`config.mk`:
```
export PLATFORM = sky130hd
export DESIGN_NAME = testcard_gen
export DESIGN_NICKNAME = d
export VERILOG_FILES = /design/src/rtl/testcard_pkg.sv /design/src/rtl/tc_segment_counter.sv /design/src/rtl/testcard_gen.sv
export SDC_FILE = /design/constraint.sdc
export NUM_CORES = 1
export LEC_CHECK = 0
export CAP_MARGIN = 20
export CORE_ASPECT_RATIO = 1.1
export CORE_UTILIZATION = 48
export DETAILED_ROUTE_END_ITERATION = 12
export PLACE_DENSITY = 0.79
export SLEW_MARGIN = 10
export SYNTH_ARGS = -nofsm -noshare
export SYNTH_HDL_FRONTEND = slang
export SYNTH_SLANG_ARGS = --single-unit
export TNS_END_PERCENT = 1
```
`constraint.sdc`:
```
create_clock -name vga_clk -period 5.81 [get_ports vga_clk]
set_input_delay 1.162 -clock vga_clk [delete_from_list [all_inputs] [get_ports vga_clk]]
set_output_delay 1.162 -clock vga_clk [all_outputs]
set_load 0.01 [all_outputs]
```
`src/rtl/testcard_pkg.sv`:
```
// Shared test-card types and colour constants, parametrised on bits per channel.
// Pure constants and functions; no clocked logic, so no latency or backpressure.
package testcard_pkg;

    typedef enum logic [2:0] {
        TC_STD   = 3'd0,
        TC_BARS  = 3'd1,
        TC_CHECK = 3'd2,
        TC_WHITE = 3'd3,
        TC_MOVE  = 3'd4
    } tc_mode_e;

    // Bar order: red, green, blue, magenta, yellow, cyan, white, orange.
    function automatic logic [31:0] tc_bar_color(input int idx, input int cw);
        int full;
        int half;
        int r;
        int g;
        int b;
        full = (1 << cw) - 1;
        half = 1 << (cw - 1);
        r = 0;
        g = 0;
        b = 0;
        case (idx)
            0:       r = full;
            1:       g = full;
            2:       b = full;
            3:       begin r = full; b = full; end
            4:       begin r = full; g = full; end
            5:       begin g = full; b = full; end
            6:       begin r = full; g = full; b = full; end
            default: begin r = full; g = half; end
        endcase
        return 32'((r << (2 * cw)) | (g << cw) | b);
    endfunction

    function automatic logic [31:0] tc_mid_grey(input int cw);
        int c;
        c = (1 << (cw - 1)) - 1;
        return 32'((c << (2 * cw)) | (c << cw) | c);
    endfunction

endpackage

```
`src/rtl/tc_segment_counter.sv`:
```
// Splits an active line into SEGMENTS runs of SPAN pixels; remainder joins the last run.
// seg is combinational from state (restart forces 0 the same cycle); no backpressure.
module tc_segment_counter #(
    parameter int SEGMENTS = 8,
    parameter int SPAN     = 100,
    localparam int SW      = (SEGMENTS > 1) ? $clog2(SEGMENTS) : 1
) (
    input  logic          vga_clk,
    input  logic          reset,
    input  logic          restart,
    input  logic          adv,
    output logic [SW-1:0] seg
);
    localparam int CW = $clog2(SPAN + 1);

    logic [CW-1:0] cnt_q, cnt_d, cnt_cur;
    logic [SW-1:0] seg_q, seg_d;

    always_comb begin
        cnt_cur = restart ? '0 : cnt_q;
        seg     = restart ? '0 : seg_q;
        cnt_d   = cnt_cur;
        seg_d   = seg;
        if (adv) begin
            if (cnt_cur == CW'(SPAN - 1)) begin
                cnt_d = '0;
                if (seg != SW'(SEGMENTS - 1)) begin
                    seg_d = seg + 1'b1;
                end
            end else begin
                cnt_d = cnt_cur + 1'b1;
            end
        end
    end

    always_ff @(posedge vga_clk) begin
        if (reset) begin
            cnt_q <= '0;
            seg_q <= '0;
        end else begin
            cnt_q <= cnt_d;
            seg_q <= seg_d;
        end
    end

endmodule

```
`src/rtl/testcard_gen.sv`:
```
// Video test-pattern generator; TESTCARD_ANIM_EN adds the moving-bar mode and frame counter.
// One cycle registered latency from x/y/de to pixel; free-running stream, no backpressure.
module testcard_gen
    import testcard_pkg::*;
#(
    parameter int H_ACTIVE  = 800,
    parameter int V_ACTIVE  = 600,
    parameter int HDE_START = 270,
    parameter int VDE_START = 34,
    parameter int XW        = 11,
    parameter int YW        = 10,
    parameter int COLOR_W   = 4,
    parameter int DBG_W     = 64,
    parameter int DBG_ROWS  = 32,
    parameter int MOV_W     = 16,
    parameter int MOV_STEP  = 4
) (
    input  logic                 vga_clk,
    input  logic                 reset,
    input  logic [XW-1:0]        x_cnt,
    input  logic [YW-1:0]        y_cnt,
    input  logic                 hsync_de,
    input  logic                 vsync_de,
    input  logic [2:0]           mode,
    input  logic [DBG_W-1:0]     dbg,
    output logic [3*COLOR_W-1:0] bar_data,
    output logic                 pix_valid,
    output logic                 frame_start
);
    localparam int PW  = 3 * COLOR_W;
    localparam int SWW = $clog2(PW);
    localparam int SDW = $clog2(DBG_W + 1);

    logic [XW-1:0]    xo;
    logic [YW-1:0]    yo;
    logic             active, fs;
    logic [2:0]       mode_q, mode_d, mode_eff;
    logic [DBG_W-1:0] dbg_q, dbg_d, dbg_eff;
    logic [PW-1:0]    bar_data_q, bar_data_d, std_pix, pix;
    logic             pix_valid_q, pix_valid_d, frame_start_q, frame_start_d;
    logic [2:0]       seg_bar;
    logic [SWW-1:0]   seg_walk;
    logic [SDW-1:0]   seg_dbg;

    assign xo       = x_cnt - XW'(HDE_START);
    assign yo       = y_cnt - YW'(VDE_START);
    assign active   = hsync_de & vsync_de;
    assign fs       = (x_cnt == XW'(HDE_START)) && (y_cnt == YW'(VDE_START));
    assign mode_eff = fs ? mode : mode_q;
    assign dbg_eff  = fs ? dbg : dbg_q;

    tc_segment_counter #(.SEGMENTS(8), .SPAN(H_ACTIVE / 8)) u_seg_bar (
        .vga_clk(vga_clk), .reset(reset), .restart(xo == '0), .adv(active), .seg(seg_bar)
    );
    tc_segment_counter #(.SEGMENTS(PW), .SPAN(H_ACTIVE / PW)) u_seg_walk (
        .vga_clk(vga_clk), .reset(reset), .restart(xo == '0), .adv(active), .seg(seg_walk)
    );
    // One extra segment soaks up the pixels past the last debug cell and renders black.
    tc_segment_counter #(.SEGMENTS(DBG_W + 1), .SPAN(H_ACTIVE / DBG_W)) u_seg_dbg (
        .vga_clk(vga_clk), .reset(reset), .restart(xo == '0), .adv(active), .seg(seg_dbg)
    );

`ifdef TESTCARD_ANIM_EN
    logic [15:0]   frame_cnt_q, frame_cnt_d;
    logic [XW-1:0] pos_q, pos_d, pos_eff;
    logic [XW:0]   pos_sum, mov_end;
    logic          mov_hit;
    logic          unused_frame_cnt;

    assign unused_frame_cnt = ^frame_cnt_q;

    always_comb begin
        pos_sum     = {1'b0, pos_q} + (XW+1)'(MOV_STEP);
        pos_eff     = pos_q;
        frame_cnt_d = frame_cnt_q;
        if (fs) begin
            pos_eff     = (pos_sum >= (XW+1)'(H_ACTIVE)) ? '0 : pos_sum[XW-1:0];
            frame_cnt_d = frame_cnt_q + 16'd1;
        end
        pos_d   = pos_eff;
        mov_end = {1'b0, pos_eff} + (XW+1)'(MOV_W);
        mov_hit = (xo >= pos_eff) && ({1'b0, xo} < mov_end) && (xo < XW'(H_ACTIVE));
    end

    always_ff @(posedge vga_clk) begin
        if (reset) begin
            frame_cnt_q <= '0;
            pos_q       <= '0;
        end else begin
            frame_cnt_q <= frame_cnt_d;
            pos_q       <= pos_d;
        end
    end
`endif

    always_comb begin
        if (yo < YW'(V_ACTIVE / 2)) begin
            std_pix = PW'(tc_bar_color(int'(seg_bar), COLOR_W));
        end else if (yo < YW'(V_ACTIVE - DBG_ROWS)) begin
            std_pix = PW'(1) << (PW - 1 - int'(seg_walk));
        end else begin
            std_pix = |(dbg_eff & (DBG_W'(1) << seg_dbg)) ? PW'(tc_mid_grey(COLOR_W)) : '0;
        end

        case (mode_eff)
            TC_BARS:  pix = PW'(tc_bar_color(int'(seg_bar), COLOR_W));
            TC_CHECK: pix = (xo[5] ^ yo[5]) ? '1 : '0;
            TC_WHITE: pix = '1;
`ifdef TESTCARD_ANIM_EN
            TC_MOVE:  pix = mov_hit ? '1 : '0;
`endif
            default:  pix = std_pix;
        endcase

        bar_data_d    = active ? pix : '0;
        pix_valid_d   = active;
        frame_start_d = fs;
        mode_d        = mode_eff;
        dbg_d         = dbg_eff;
    end

    always_ff @(posedge vga_clk) begin
        if (reset) begin
            bar_data_q    <= '0;
            pix_valid_q   <= 1'b0;
            frame_start_q <= 1'b0;
            mode_q        <= '0;
            dbg_q         <= '0;
        end else begin
            bar_data_q    <= bar_data_d;
            pix_valid_q   <= pix_valid_d;
            frame_start_q <= frame_start_d;
            mode_q        <= mode_d;
            dbg_q         <= dbg_d;
        end
    end

    assign bar_data    = bar_data_q;
    assign pix_valid   = pix_valid_q;
    assign frame_start = frame_start_q;

endmodule

```
Yosys cells after proc, flatten, opt, wreduce, memory -nomap -nowiden
Index checks and enable logic that the tools add are counted.
{"block": "word_totals", "out_inout_bits": 14, "n_memories": 0, "rom_bits": 0, "in_bits": 92, "wordCells": 95, "latchBits": 0, "ff_bits": 113, "ramBits": 0}
{"block": "classes", "mux": 37, "n_reduce_logical": 9, "mul": 0, "addsub": 9, "n_lt_le_gt_ge": 2, "n_eq_ne": 17, "bitwise_logic": 8, "div_mod_pow": 0, "n_shift": 2}
{"operator": "$mux W7", "count": 10}
{"operator": "$and A64 B64 Y64", "count": 1}
{"operator": "$mux W64", "count": 1}
{"operator": "$reduce_or A64 Y1", "count": 1}
{"operator": "$shl A1 B7 Y64 const A", "count": 1}
{"operator": "$mux W12", "count": 5}
{"operator": "$or A12 B12 Y12", "count": 4}
{"operator": "$mux W4", "count": 11}
{"operator": "$pmux W12 S3", "count": 1}
{"operator": "$shl A1 B32 Y12 const A", "count": 1}
{"operator": "$add A7 B1 Y7 const B", "count": 3}
{"operator": "$mux W8", "count": 2}
{"operator": "$mux W3", "count": 5}
{"operator": "$eq A7 B7 Y1 const B", "count": 2}
{"operator": "$eq A3 B2 Y1 const B", "count": 4}
{"operator": "$eq A11 B9 Y1 const B", "count": 1}
{"operator": "$logic_not A11 Y1", "count": 1}
{"operator": "$mux W11", "count": 1}
{"operator": "$sub A11 B9 Y11 const B", "count": 1}
{"operator": "$eq A10 B6 Y1 const B", "count": 1}
{"operator": "$lt A10 B10 Y1 const B", "count": 1}
{"operator": "$lt A10 B9 Y1 const B", "count": 1}
{"operator": "$sub A10 B6 Y10 const B", "count": 1}
{"operator": "$eq A3 B3 Y1 const B", "count": 3}
{"operator": "17 further kinds", "count": 21}

Longest topological paths before layout
{"block": "depth", "depth_word": 11, "mapped_depth": 21}

Cells and area by module
A second synthesis with hierarchy kept.
{"block": "hier_totals", "cells_unflattened": 885, "hier_area_um2": 6718.9}
{"mod": "testcard_gen", "area_each_um2": 4972.3, "n_inst": 1, "cells_per_inst": 688}
{"mod": "tc_segment_counter (u_seg_dbg)", "area_each_um2": 596.8, "n_inst": 1, "cells_per_inst": 70}
{"mod": "tc_segment_counter (u_seg_walk)", "area_each_um2": 581.8, "n_inst": 1, "cells_per_inst": 68}
{"mod": "tc_segment_counter (u_seg_bar)", "area_each_um2": 568.0, "n_inst": 1, "cells_per_inst": 59}

Worst setup path after synthesis
Ideal clock, no wire load.
{"block": "synth_timing", "path_kind": "in2reg", "startpoint": "in x_cnt[1]", "endpoint": "reg bar_data_q[0], in the netlist bar_data[0]", "required_ns": 5.674, "slack_ns": 0.235, "arrival_time_ns": 5.439, "path_stages": 19, "cell_sequence": "ha_1 > nand2_1 > o31ai_1 > o2111ai_1 > clkbuf_1 > clkbuf_1 > clkbuf_1 > clkbuf_1 > nand2_1 > ha_1 > clkbuf_1 > clkbuf_1 > a222oi_1 > mux2i_1 > a221oi_1 > o22ai_1 > or4b_1 > a32oi_4 > a31oi_1"}
{"block": "synth_via", "elab_chain_len": 10, "elab_cells_between_ends": 33, "cone_classes": "2 x add/sub; 8 x eq/ne; 2 x shift; 13 x mux; 4 x bitwise; 4 x reduce/logical"}
{"item": "start: declaration", "line": "testcard_gen.sv:20", "source": "input logic [XW-1:0] x_cnt,"}
{"item": "$sub A11 B9 Y11", "line": "testcard_gen.sv:45", "source": "assign xo = x_cnt - XW'(HDE_START);"}
{"item": "$logic_not A11 Y1", "line": "testcard_gen.sv:53, testcard_gen.sv:56, testcard_gen.sv:60"}
{"item": "$mux W7 / $mux W3 (equally long branches)", "line": "tc_segment_counter.sv:21", "source": "seg = restart ? '0 : seg_q;"}
{"item": "$shl A1 B7 Y64, or another cell as far along", "line": "testcard_gen.sv:102", "source": "std_pix = |(dbg_eff & (DBG_W'(1) << seg_dbg)) ? PW'(tc_mid_grey(COLOR_W)) : '0;"}
{"item": "$and A64 B64 Y64 / $reduce_or A4 Y1 (equally long branches)"}
{"item": "$reduce_or A64 Y1 / $mux W4 (equally long branches)", "line": "testcard_gen.sv:102, testcard_pkg.sv:25"}
{"item": "$mux W11 / $mux W12 (equally long branches)", "line": "testcard_gen.sv:102, testcard_gen.sv:97"}
{"item": "$mux W12 / $or A12 B12 Y12 (equally long branches)", "line": "testcard_gen.sv:99, testcard_pkg.sv:35"}
{"item": "$mux W12", "line": "testcard_gen.sv:97", "source": "if (yo < YW'(V_ACTIVE / 2)) begin"}
{"item": "$pmux W12 S3 (*)", "line": "testcard_gen.sv:105", "source": "case (mode_eff)"}
{"item": "end signal: assignment", "line": "testcard_gen.sv:130", "source": "bar_data_q <= bar_data_d;"}
{"item": "end: declaration", "line": "testcard_gen.sv:39", "source": "logic [PW-1:0] bar_data_q, bar_data_d, std_pix, pix;"}
Mark *: on every way between the ends. The rest lies on a longest branch, timed or not. The select of a mux whose other input is x is not followed.
A chain may end at the register's enable or synchronous reset.

Worst setup path after layout
{"block": "layout_timing", "startpoint": "in x_cnt[1]", "endpoint": "reg bar_data_q[4], in the netlist bar_data[4]"}
{"block": "layout_via", "elab_chain_len": 11, "elab_cells_between_ends": 39, "cone_classes": "2 x add/sub; 10 x eq/ne; 2 x shift; 13 x mux; 6 x bitwise; 6 x reduce/logical"}
{"item": "$sub A11 B9 Y11", "line": "testcard_gen.sv:45"}
{"item": "$logic_not A11 Y1", "line": "testcard_gen.sv:53, testcard_gen.sv:56, testcard_gen.sv:60"}
{"item": "$mux W3", "line": "tc_segment_counter.sv:21"}
{"item": "$eq A3 B3 Y1, or another cell as far along", "line": "testcard_pkg.sv:25", "source": "case (idx)"}
{"item": "$reduce_or A4 Y1 (no line) / $reduce_or A3 Y1 (equally long branches)"}
{"item": "$pmux W4 S2", "line": "testcard_pkg.sv:25"}
{"item": "$mux W8", "line": "testcard_gen.sv:97"}
{"item": "$or A12 B12 Y12 (2 in a row)", "line": "testcard_pkg.sv:35", "source": "return 32'((r << (2 * cw)) | (g << cw) | b);"}
{"item": "$mux W12", "line": "testcard_gen.sv:97"}
{"item": "$pmux W12 S3 (*)", "line": "testcard_gen.sv:105"}
Marks and branches as above.

==> impl_metrics.py <==
metrics = {
    "layout": {
        "syn_to_final_growth_pct": 30.9,
        "multi_input_area_um2": 3700,
        "drive_gt1_frac": 0.0978,
        "final_area_um2": 8140,
        "diodes": 0,
        "num-nets-final": 969,
        "finalNonFillerCells": 1026,
        "fin_util": 0.643,
        "final-seq-area_um2": 2260,
        "n_fill_cell": 1044,
    },
    "clock_network": {
        "cts_tree": "built",
        "htreeDepth": 4,
        "post_cts_buffers": 0,
        "cts_hold_buffers": 0,
        "clock_sinks": 113,
        "ctsResizeCount": 0,
        "root_buffer": "clkbuf_16",
        "cts_buffers": 17,
        "clkLatencyLatePin_ps": 410,
        "clock_path_buffers": 2,
        "path_clk_slew_ps": 50,
    },
    "logic_synthesis": {
        "synth_area_leaders": "dfxtp_1 36%, nand2_1 7.2%, mux2i_1 5.5%, nor2_1 4.6%, ha_1 4.0%",
        "yosys.area.top_type_share": 0.364,
        "syn_area_um2": 6220,
        "syn_inst": 752,
        "synth.largest_area_cell": "dfxtp_1",
        "synth.net_count": 864,
        "async_flop_share": 0,
        "syn_area_per_cell_um2": 8.27,
        "ys.flop_type": "dfxtp_1",
        "ys_ff_latch": 113,
        "yosys_warnings": 0,
        "ys_types": 66,
        "yosysSeqAreaShare": 0.364,
        "synth_edf_count": 0,
    },
    "global_route": {
        "grt.total_usage": 0.242,
        "grt_first_pass_wirelength_um": 26200,
        "grt.overflow.total": 0,
        "antenna_found_initial": 0,
        "grt_pass1_vias": 5601,
        "grt_max_degree": 43,
    },
    "min_path": {
        "min_from": "dbg_q[54]",
        "hold_depth": 2,
        "hold_class": "reg -> reg",
        "hold_end": "dbg_q[54]",
    },
    "sta": {
        "whs_ps": 451,
        "fin_ws_ps": 566,
        "fmax_mhz": 191,
        "setup_viol": 0,
        "hold_viol": 0,
        "rsz0062_at_grt": "no",
        "layout_min_cycle_time_ps": 5240,
        "post-route-period-util": 0.903,
        "drv_slew": 0,
        "worst_pin_slew_ps": 824,
        "slew_headroom": 0.450,
        "fin_skew_ps": 7.29,
        "finalSetupTns_ps": 0,
    },
    "run": {
        "cap_violations": 0,
    },
    "worst_setup_path": {
        "worstSetupEndpointType": "flop",
        "cpMaxStageDelayCell": "or4_4",
        "crit_path_max_incr_delay_ps": 550,
        "path_buf_inv": 2,
        "critPathArrivalTime_ps": 5520,
        "r2r_end": "bar_data[4]",
        "reg2reg_setup_slack_ps": 2590,
        "crit_chain": "clkdlybuf4s50_1 > ha_1 > or3_1 > nor4_1 > o2111ai_2 > nand2_1 > inv_1 > ha_1 > ha_1 > a31oi_1 > o22ai_1 > o21ai_0 > o2111ai_1 > a211o_1 > or4_4 > a32oi_4 > a31oi_1",
        "cpMostUsedCell": "ha_1",
        "start_kind": "primary input",
        "ff2ff_path_depth": 12,
        "cpLargestDelayFamily": "compound AO/OA/AOI/OAI gates",
        "critPathKind": "in -> reg",
        "crit_fanout": 9,
        "r2r-start": "u_seg_dbg.seg_q[0]",
        "cp_data_required_time_ps": 6080,
    },
    "detailed_routing": {
        "route.detailed.drc": 0,
        "wl_per_cell_um": 15.5,
        "vias": 5831,
        "routed_via_density": 5.68,
        "routed_wl_um": 15900,
        "drtPass1Iterations": 6,
        "ant_nets": 0,
        "drt_iter0_markers": 432,
    },
    "placement": {
        "io_buffers": 105,
        "place_hpwl_um": 11300,
        "place_congestion": 0.915,
        "placed_area_um2": 7480,
        "post-place-ws_ps": 165,
        "dp_cells": 995,
    },
    "floorplan": {
        "die_w_um": 111,
        "fp-row-count": 43,
        "num_io_pins": 106,
        "start_util": 0.492,
        "die_y_um": 121,
        "fp.dieArea_um2": 13400,
        "core_um2": 12600,
    },
    "pwr": {
        "leakagePower_nw": 3.04,
        "power_density_nw_per_um2": 255,
        "total_power_mw": 2.08,
        "vdd_drop_max_mv": 0.169,
    },
    "status": {
        "status": "completed",
    },
}
cells by family (layout without fill, tap and decap cells):
family | Yosys count | in the layout | synth area share
and+or+nand+nor | 336 | 336 | 0.268
AOI/OAI and AO/OA | 139 | 139 | 0.148
DFF | 113 | 113 | 0.364
buffers and inverters | 61 | 178 | 0.0413
muxes | 56 | 56 | 0.101
xor gates and xnor gates | 27 | 27 | 0.0380
adders and majority gates | 20 | 20 | 0.0402
where the power goes:
| part | internal, mW | total [mW] | switching [mW] |
|---|---|---|---|
| sequential | 0.780 | 0.781 | 0.00135 |
| combinational | 0.0834 | 0.150 | 0.0669 |
| clock | 0.792 | 1.15 | 0.354 |
sequential cells by signal (all words and copies together) (netlist names):
register / flops
bar_data: 12
dbg_q: 64
frame_start: 1
mode_q: 3
pix_valid: 1
u_seg_bar.cnt_q: 7
u_seg_bar.seg_q: 3
u_seg_dbg.cnt_q: 4
u_seg_dbg.seg_q: 7
u_seg_walk.cnt_q: 7
u_seg_walk.seg_q: 4
layout make-up:
class | count | share of cell area
repair buffers | 129 | 0.154
flip-flops and latches | 113 | 0.278
clock inverters | 9 | 0.0220
inverters | 18 | 0.00831
multi-input cells | 578 | 0.455
clock buffers | 22 | 0.0583
well taps | 157 | 0.0241
worst reg2reg max path, cell delays in order, from the launching register on:
cell	delay (ps)
dfxtp_1	330
nand2_1	70
buf_4	160
ha_1	240
buf_4	190
a22oi_1	180
mux2i_1	120
a32oi_1	230
o2111ai_1	170
a211o_1	320
or4_4	550
a32oi_4	390
a31oi_1	140
synth_stat cells, drive strengths merged (17+ instances only):
master,count
nand3,19
nor2b,25
nand2,120
nor2,77
dfxtp,113
clkbuf,33
ha,20
inv,17
a21oi,45
mux2i,34
mux2,19
o21ai,23
xnor2,23
cells in the final DEF (no fill, tap or decap), types with 8 or more instances in the layout:
cell type,n
a21oi_1,45
a222oi_1,8
a31oi_1,15
and2_1,11
and3_1,8
buf_4,22
clkbuf_16,17
clkdlybuf4s50_1,104
dfxtp_1,113
ha_1,20
inv_1,17
mux2_2,19
mux2i_1,34
nand2_1,120
nand2b_1,9
nand3_1,19
nor2_1,77
nor2b_1,25
nor3_1,12
nor3b_1,8
o21ai_0,23
xnor2_1,23
worst max path at each step:
stage	endpoint	start	cells past startpoint	slack (ps)
detailed placement	bar_data[2]	x_cnt[1]	17	170
CTS	bar_data[4]	x_cnt[1]	17	580
global route	bar_data[9]	x_cnt[1]	17	320
floorplan	bar_data[0]	x_cnt[1]	19	240
finish	bar_data[4]	x_cnt[1]	17	570
global placement	bar_data[1]	x_cnt[1]	17	280
per-layer routing:
metal	vias to the layer above	share of wire	track usage	wire, um
li1	2870	-	-	-
met1	2726	0.42	0.284	6750
met2	199	0.49	0.422	7810
met3	36	0.053	0.0529	835
met4	0	0.031	0.113	485
met5	-	0	0	0
Power figures use the tool's default switching activity.
==> RTL change 1, RTL diff (same flow settings) <==
The parameter `DBG_W` goes from 64 to 128.
--- a/src/rtl/testcard_gen.sv
+++ b/src/rtl/testcard_gen.sv
@@ -10,7 +10,7 @@
     parameter int XW        = 11,
     parameter int YW        = 10,
     parameter int COLOR_W   = 4,
-    parameter int DBG_W     = 64,
+    parameter int DBG_W     = 128,
     parameter int DBG_ROWS  = 32,
     parameter int MOV_W     = 16,
     parameter int MOV_STEP  = 4
Interface: changed (resized dbg); port bits go from 106 to 170. The function was not compared with the original's and may differ.
==> RTL change 1 against the unedited design <==
Maximum frequency is 5.0% higher; register-to-register slack got worse by 0.35 ns; core utilization shrank 0.88 points; sequential cell count is 64 higher; total power increased by 21%; routed wire length up 65%; hold slack better by 0.0033 ns; clock skew increased by 0.0053 ns; setup slack better by 0.25 ns; area after synthesis grew 42%; cell area up 39%; sequential power is 56% higher; critical path type unchanged; highest routed layer unchanged.
==> RTL change 1: results (changes against the unedited design) <==
Place
  – Port-buffer cells: 169 (+61%)
  – Post-DP HPWL: 19700 um (+75%)
  – Dpl cell area: 10700 um^2 (+43%)
  – Final GP Congestion: 0.957 (+4.6%)
  – Placed cells: 1401 (+41%)

GRT
  – Pin count of the biggest net entering global routing: 83 (+93%)
  – Global-route wire length before repair: 40200 um (+54%)
  – Vias in the first global route: 7729 (+38%)
  – All-Layer GR Usage: 0.274 (+0.0315)

Route
  – Pre-Repair DR Iteration Count: 8 (+2)
  – DRC: 0 (unchanged)
  – Via-to-Cell Ratio: 5.65 (-0.65%)
  – DRC violation total after the first TritonRoute iteration: 722 (+67%)
  – Routed len/inst: 18.3 um (+18%)
  – Vias: 8091 (+39%)

Worst setup path
  – R2R depth: 8 (-4)
  – Critical Path AT: 5.29 ns (-0.23 ns)
  – RR Startpoint: u_seg_dbg.seg_q[2]$_SDFF_PP0_
  – Worst-path fanout max: 9 (unchanged)

Finish
  – Max reg flops: 128 (+100%)
  – Largest Register: dbg_q
  – Fraction of layout cells with a size suffix above 1: 0.0628 (-0.0351)
  – Final-layout fill cell count: 1477 (+41%)

Synth
  – Asr flop ratio synth: 0 (unchanged)
  – Sequential element share of the synthesized area: 0.402 (+0.0385)
  – Synthesized Nets: 1201 (+39%)
  – Avg Cell Area, Syn: 8.58 um^2 (+3.8%)
  – Synth unique cells: 71 (+7.6%)
  – Most frequent cells after synthesis: dfxtp_1, nor2_1, mux2i_1
  – Main area contributors after synthesis: dfxtp_1, mux2i_1, nor2_1, nand2_1, nor3_1

STA
  – Slew @ Worst Pin: 0.822 ns (-0.00229 ns)
  – Clock Skews: 0.0126 ns (+0.00528 ns)

Power and ir drop
  – Leakage: 3.87 nW (+27%)
  – Maximum vdd drop: 0.192 mV (+14%)

Clock network
  – CTS Buf Count: 17 (unchanged)
  – Clock transition at the registers of the reported paths: 0.07 ns (+0.02 ns)
  – H-tree levels: 4 (unchanged)
  – Clock tree buffer depth: 2 (unchanged)
  – Worst skew pair latency: 0.44 ns (+0.03 ns)

Outcome
  – Outcome: completed

Min path
  – Hold Path Class: register to register
  – Hold Path Depth: 2 (unchanged)
  – Worst Hold Launch: dbg_q[76]$_SDFF_PP0_
## RTL change 1: cell count changes in the layout (fill, tap and decap cells not counted), sizes merged, moves of 9 or more
cell           unedited run  this run
a211oi                    2        13
clkdlybuf4s50           104       168
dfxtp                   113       177
mux2                     19         7
mux2i                    34       113
nand2                   120        99
nor2                     77       171
nor2b                    25        14
nor3                     13        55
o22ai                     7        16
o32ai                     0        17
or3                       6        16
## RTL change 1: per-layer routing
layer	global-route usage	vias up	routed length, um
met4	0.113	0	785
met2	0.482	313	12800
met1	0.331	3745	11100
met5	0	-	0
li1	-	3971	-
met3	0.0484	62	1430
## RTL change 1: stage by stage
stage | utilization | power, mW | hold WS (ns) | setup slack, ns
6_report | 0.635 | 2.51 | 0.455 | 0.814
3_3_place_gp | 0.603 | 1.44 | 0.441 | 0.518
2_1_floorplan | - | 1.31 | 0.432 | 0.534
4_1_cts | 0.635 | 2.52 | 0.457 | 0.847
3_5_place_dp | 0.603 | 1.44 | 0.448 | 0.412
5_1_grt | 0.635 | 2.59 | 0.483 | 0.590
## RTL change 1: layout make-up
cell class / instances / area share
Tap cell: 238 / 0.0264
Clock inverter: 14 / 0.0125
Timing Repair Buffer: 192 / 0.168
Inverter: 17 / 0.00565
Multi-Input combinational cell: 777 / 0.436
Sequential cell: 177 / 0.314
Clock buffer: 18 / 0.0380
## RTL change 1: path summary, 6_finish.rpt
path	to	slack, ns
setup / recovery	bar_data[5]$_SDFF_PP0_	0.81
hold / removal	dbg_q[76]$_SDFF_PP0_	0.45
hold reg to reg	dbg_q[76]$_SDFF_PP0_	0.45
setup reg to reg	bar_data[5]$_SDFF_PP0_	2.24
## RTL change 1: power breakdown
group / switching (mW) / internal (mW)
registers: 0.00188 / 1.22
logic: 0.0776 / 0.118
clock network: 0.531 / 0.570
total: 0.611 / 1.90
## RTL change 1: kinds of logic (layout without fill, tap and decap cells)
kind of cell,after synthesis,count (layout),synth area share
muxes,120,120,0.137
and+or+nand+nor,448,448,0.241
adders and majority gates,19,19,0.0270
buffers and inverters,72,241,0.0389
xor gates and xnor gates,27,27,0.0269
DFF,177,177,0.402
AOI/OAI and AO/OA,163,163,0.127
## RTL change 1: worst max-delay path: stages
cell,delay (ns)
clkdlybuf4s50_1,0.55
or3b_1,0.41
or3_4,0.41
a211o_4,0.35
nand2_1,0.16
inv_1,0.10
ha_1,0.32
and2_1,0.23
nand2_1,0.16
o22ai_1,0.10
nor3_1,0.19
o21ai_0,0.10
or4_4,0.58
o2111ai_4,0.33
a31oi_1,0.14
==> RTL change 2, RTL diff (same settings) <==
Made on the original files. The output `bar_data` loses its register stage (`bar_data_q` becomes a continuous assignment).
--- a/src/rtl/testcard_gen.sv
+++ b/src/rtl/testcard_gen.sv
@@ -121,13 +121,11 @@
 
     always_ff @(posedge vga_clk) begin
         if (reset) begin
-            bar_data_q    <= '0;
             pix_valid_q   <= 1'b0;
             frame_start_q <= 1'b0;
             mode_q        <= '0;
             dbg_q         <= '0;
         end else begin
-            bar_data_q    <= bar_data_d;
             pix_valid_q   <= pix_valid_d;
             frame_start_q <= frame_start_d;
             mode_q        <= mode_d;
@@ -135,6 +133,8 @@
         end
     end
 
+    assign bar_data_q = bar_data_d;
+
     assign bar_data    = bar_data_q;
     assign pix_valid   = pix_valid_q;
     assign frame_start = frame_start_q;
Behaviour: not the same (a bounded check fails within 4 cycles, from zero or initial values and one cycle with reset high).
==> RTL change 2 against the unedited design <==
The flow now finishes with violations (negative setup slack); routed wire length is 31% higher; final cell count is 13% higher; core utilization is 6.5 points higher; area after synthesis is 0.26% higher; setup slack worse by 0.57 ns; die area is 0.26% higher; total power is 25% lower; sequential cell count is 12 lower; cell area is 10% higher; sequential share of layout area is 5.2 points lower.
==> RTL change 2: results (changes against the unedited design) <==
Worst setup path
  – Register-to-register setup slack: 3.46 ns (+0.87 ns)
  – Worst-path fanout max: 7 (-2)
  – R2R depth: 9 (-3)
  – Slowest-stage cell, CP: clkdlybuf4s50_1
  – RR Startpoint: u_seg_dbg.seg_q[1]$_SDFF_PP0_
  – FF-to-FF End: u_seg_dbg.seg_q[2]$_SDFF_PP0_

STA
  – Setup ws final: -0.00704 ns (-0.573 ns)
  – Setup TNS Final: -0.00704 ns (-0.00704 ns)
  – Clock Skews: 0.00515 ns (-0.00214 ns)
  – Slew @ Worst Pin: 0.866 ns (+0.0420 ns)
  – Final hold slack: 0.454 ns (+0.00277 ns)
  – Endpoints failing setup: 1 (+1)

Place
  – Dpl cell area: 8420 um^2 (+13%)
  – Final GP Congestion: 1.00 (+9.6%)
  – Placed cells: 1142 (+15%)
  – Pre-CTS setup slack: -0.678 ns (-0.843 ns)
  – Post-DP HPWL: 15100 um (+34%)

Route
  – Routed len/inst: 17.9 um (+15%)
  – Met1 WL: 8340 um (+24%)
  – DRC violation total after the first TritonRoute iteration: 527 (+22%)
  – DR WL met2: 10100 um (+29%)

Synth
  – Prevailing post-synth register cell: dfxtp_1
  – Most frequent cells after synthesis: dfxtp_1, nor2_1, nand2_1
  – Main area contributors after synthesis: dfxtp_1, mux2i_1, a21oi_1, nor2_1, nand2_1
  – Synthesized Nets: 883 (+2.2%)
  – Sequential element share of the synthesized area: 0.324 (-0.0395)
  – Synth unique cells: 82 (+24%)

Clock network
  – CTS Buf Count: 9 (-8)
  – Worst skew pair latency: 0.36 ns (-0.05 ns)
  – H-tree levels: 3 (-1)

GRT
  – Global-route wire length before repair: 32600 um (+25%)
  – Met1 Usage GRT: 0.358 (+0.0745)
  – Vias in the first global route: 6663 (+19%)
  – Pin count of the biggest net entering global routing: 52 (+21%)
  – M3 GR Usage: 0.0539 (+0.000999)
  – All-Layer GR Usage: 0.304 (+0.0622)
  – GRT met2 Usage: 0.539 (+0.117)

Outcome
  – Failing checks: negative setup slack
  – Outcome: complete, but fails checks

Finish
  – Non-Filler Instances: 1164 (+13%)
  – Max reg flops: 64 (unchanged)
  – Fraction of layout cells with a size suffix above 1: 0.254 (+0.156)

Min path
  – Hold endpoint: dbg_q[21]$_SDFF_PP0_
  – Worst Hold Launch: dbg_q[21]$_SDFF_PP0_

Power and ir drop
  – Leakage: 3.47 nW (+14%)
## RTL change 2: layout make-up
type	instances	area, um^2
fillers	942	3680
repair buffers	266	2230
clock buffers	9	225
inverters	19	76.3
well taps	157	196
multi-input cells	605	4130
flip-flops and latches	101	2020
clock inverters	7	81.3
## RTL change 2: how the worst max path moves through the flow
stage | slack (ns) | start | endpoint | cells after the start
2_1_floorplan | 0.009 | x_cnt[1] | bar_data[10] | 20
3_3_place_gp | -0.62 | x_cnt[1] | bar_data[8] | 18
3_5_place_dp | -0.68 | x_cnt[1] | bar_data[8] | 18
4_1_cts | -0.09 | x_cnt[9] | bar_data[8] | 18
5_1_grt | -0.17 | y_cnt[1] | bar_data[0] | 17
6_report | -0.007 | y_cnt[1] | bar_data[0] | 17
## RTL change 2: timing repair
item / 4_1_cts / 5_1_grt
buffers inserted: 3 / 3
pin swaps: 20 / 25
setup endpoints to repair: 12 / 12
cloned: 0 / 0
resized for setup: 54 / 40
## RTL change 2: cells by family (layout without fill, tap and decap cells)
group                      count (synthesis)  after routing  synth area share
buffers and inverters                     65            301            0.0500
xor gates and xnor gates                  28             28            0.0393
adders and majority gates                 20             20            0.0401
muxes                                     47             47            0.0773
AOI/OAI and AO/OA                        200            200             0.218
DFF                                      101            101             0.324
and+or+nand+nor                          310            310             0.251
## RTL change 2: report_power, final
part           leakage, nW  switching [mW]  internal (mW)  total, mW
logic                 2.51          0.0987          0.121      0.220
clock network        0.146           0.301          0.341      0.642
registers            0.814         0.00150          0.695      0.696
## RTL change 2: worst min-delay path: cells and delay by family (launching register included)
kind / cells / cell delay (ns)
compound gates: 1 / 0.05
flops: 1 / 0.31
simple gates: 1 / 0.05
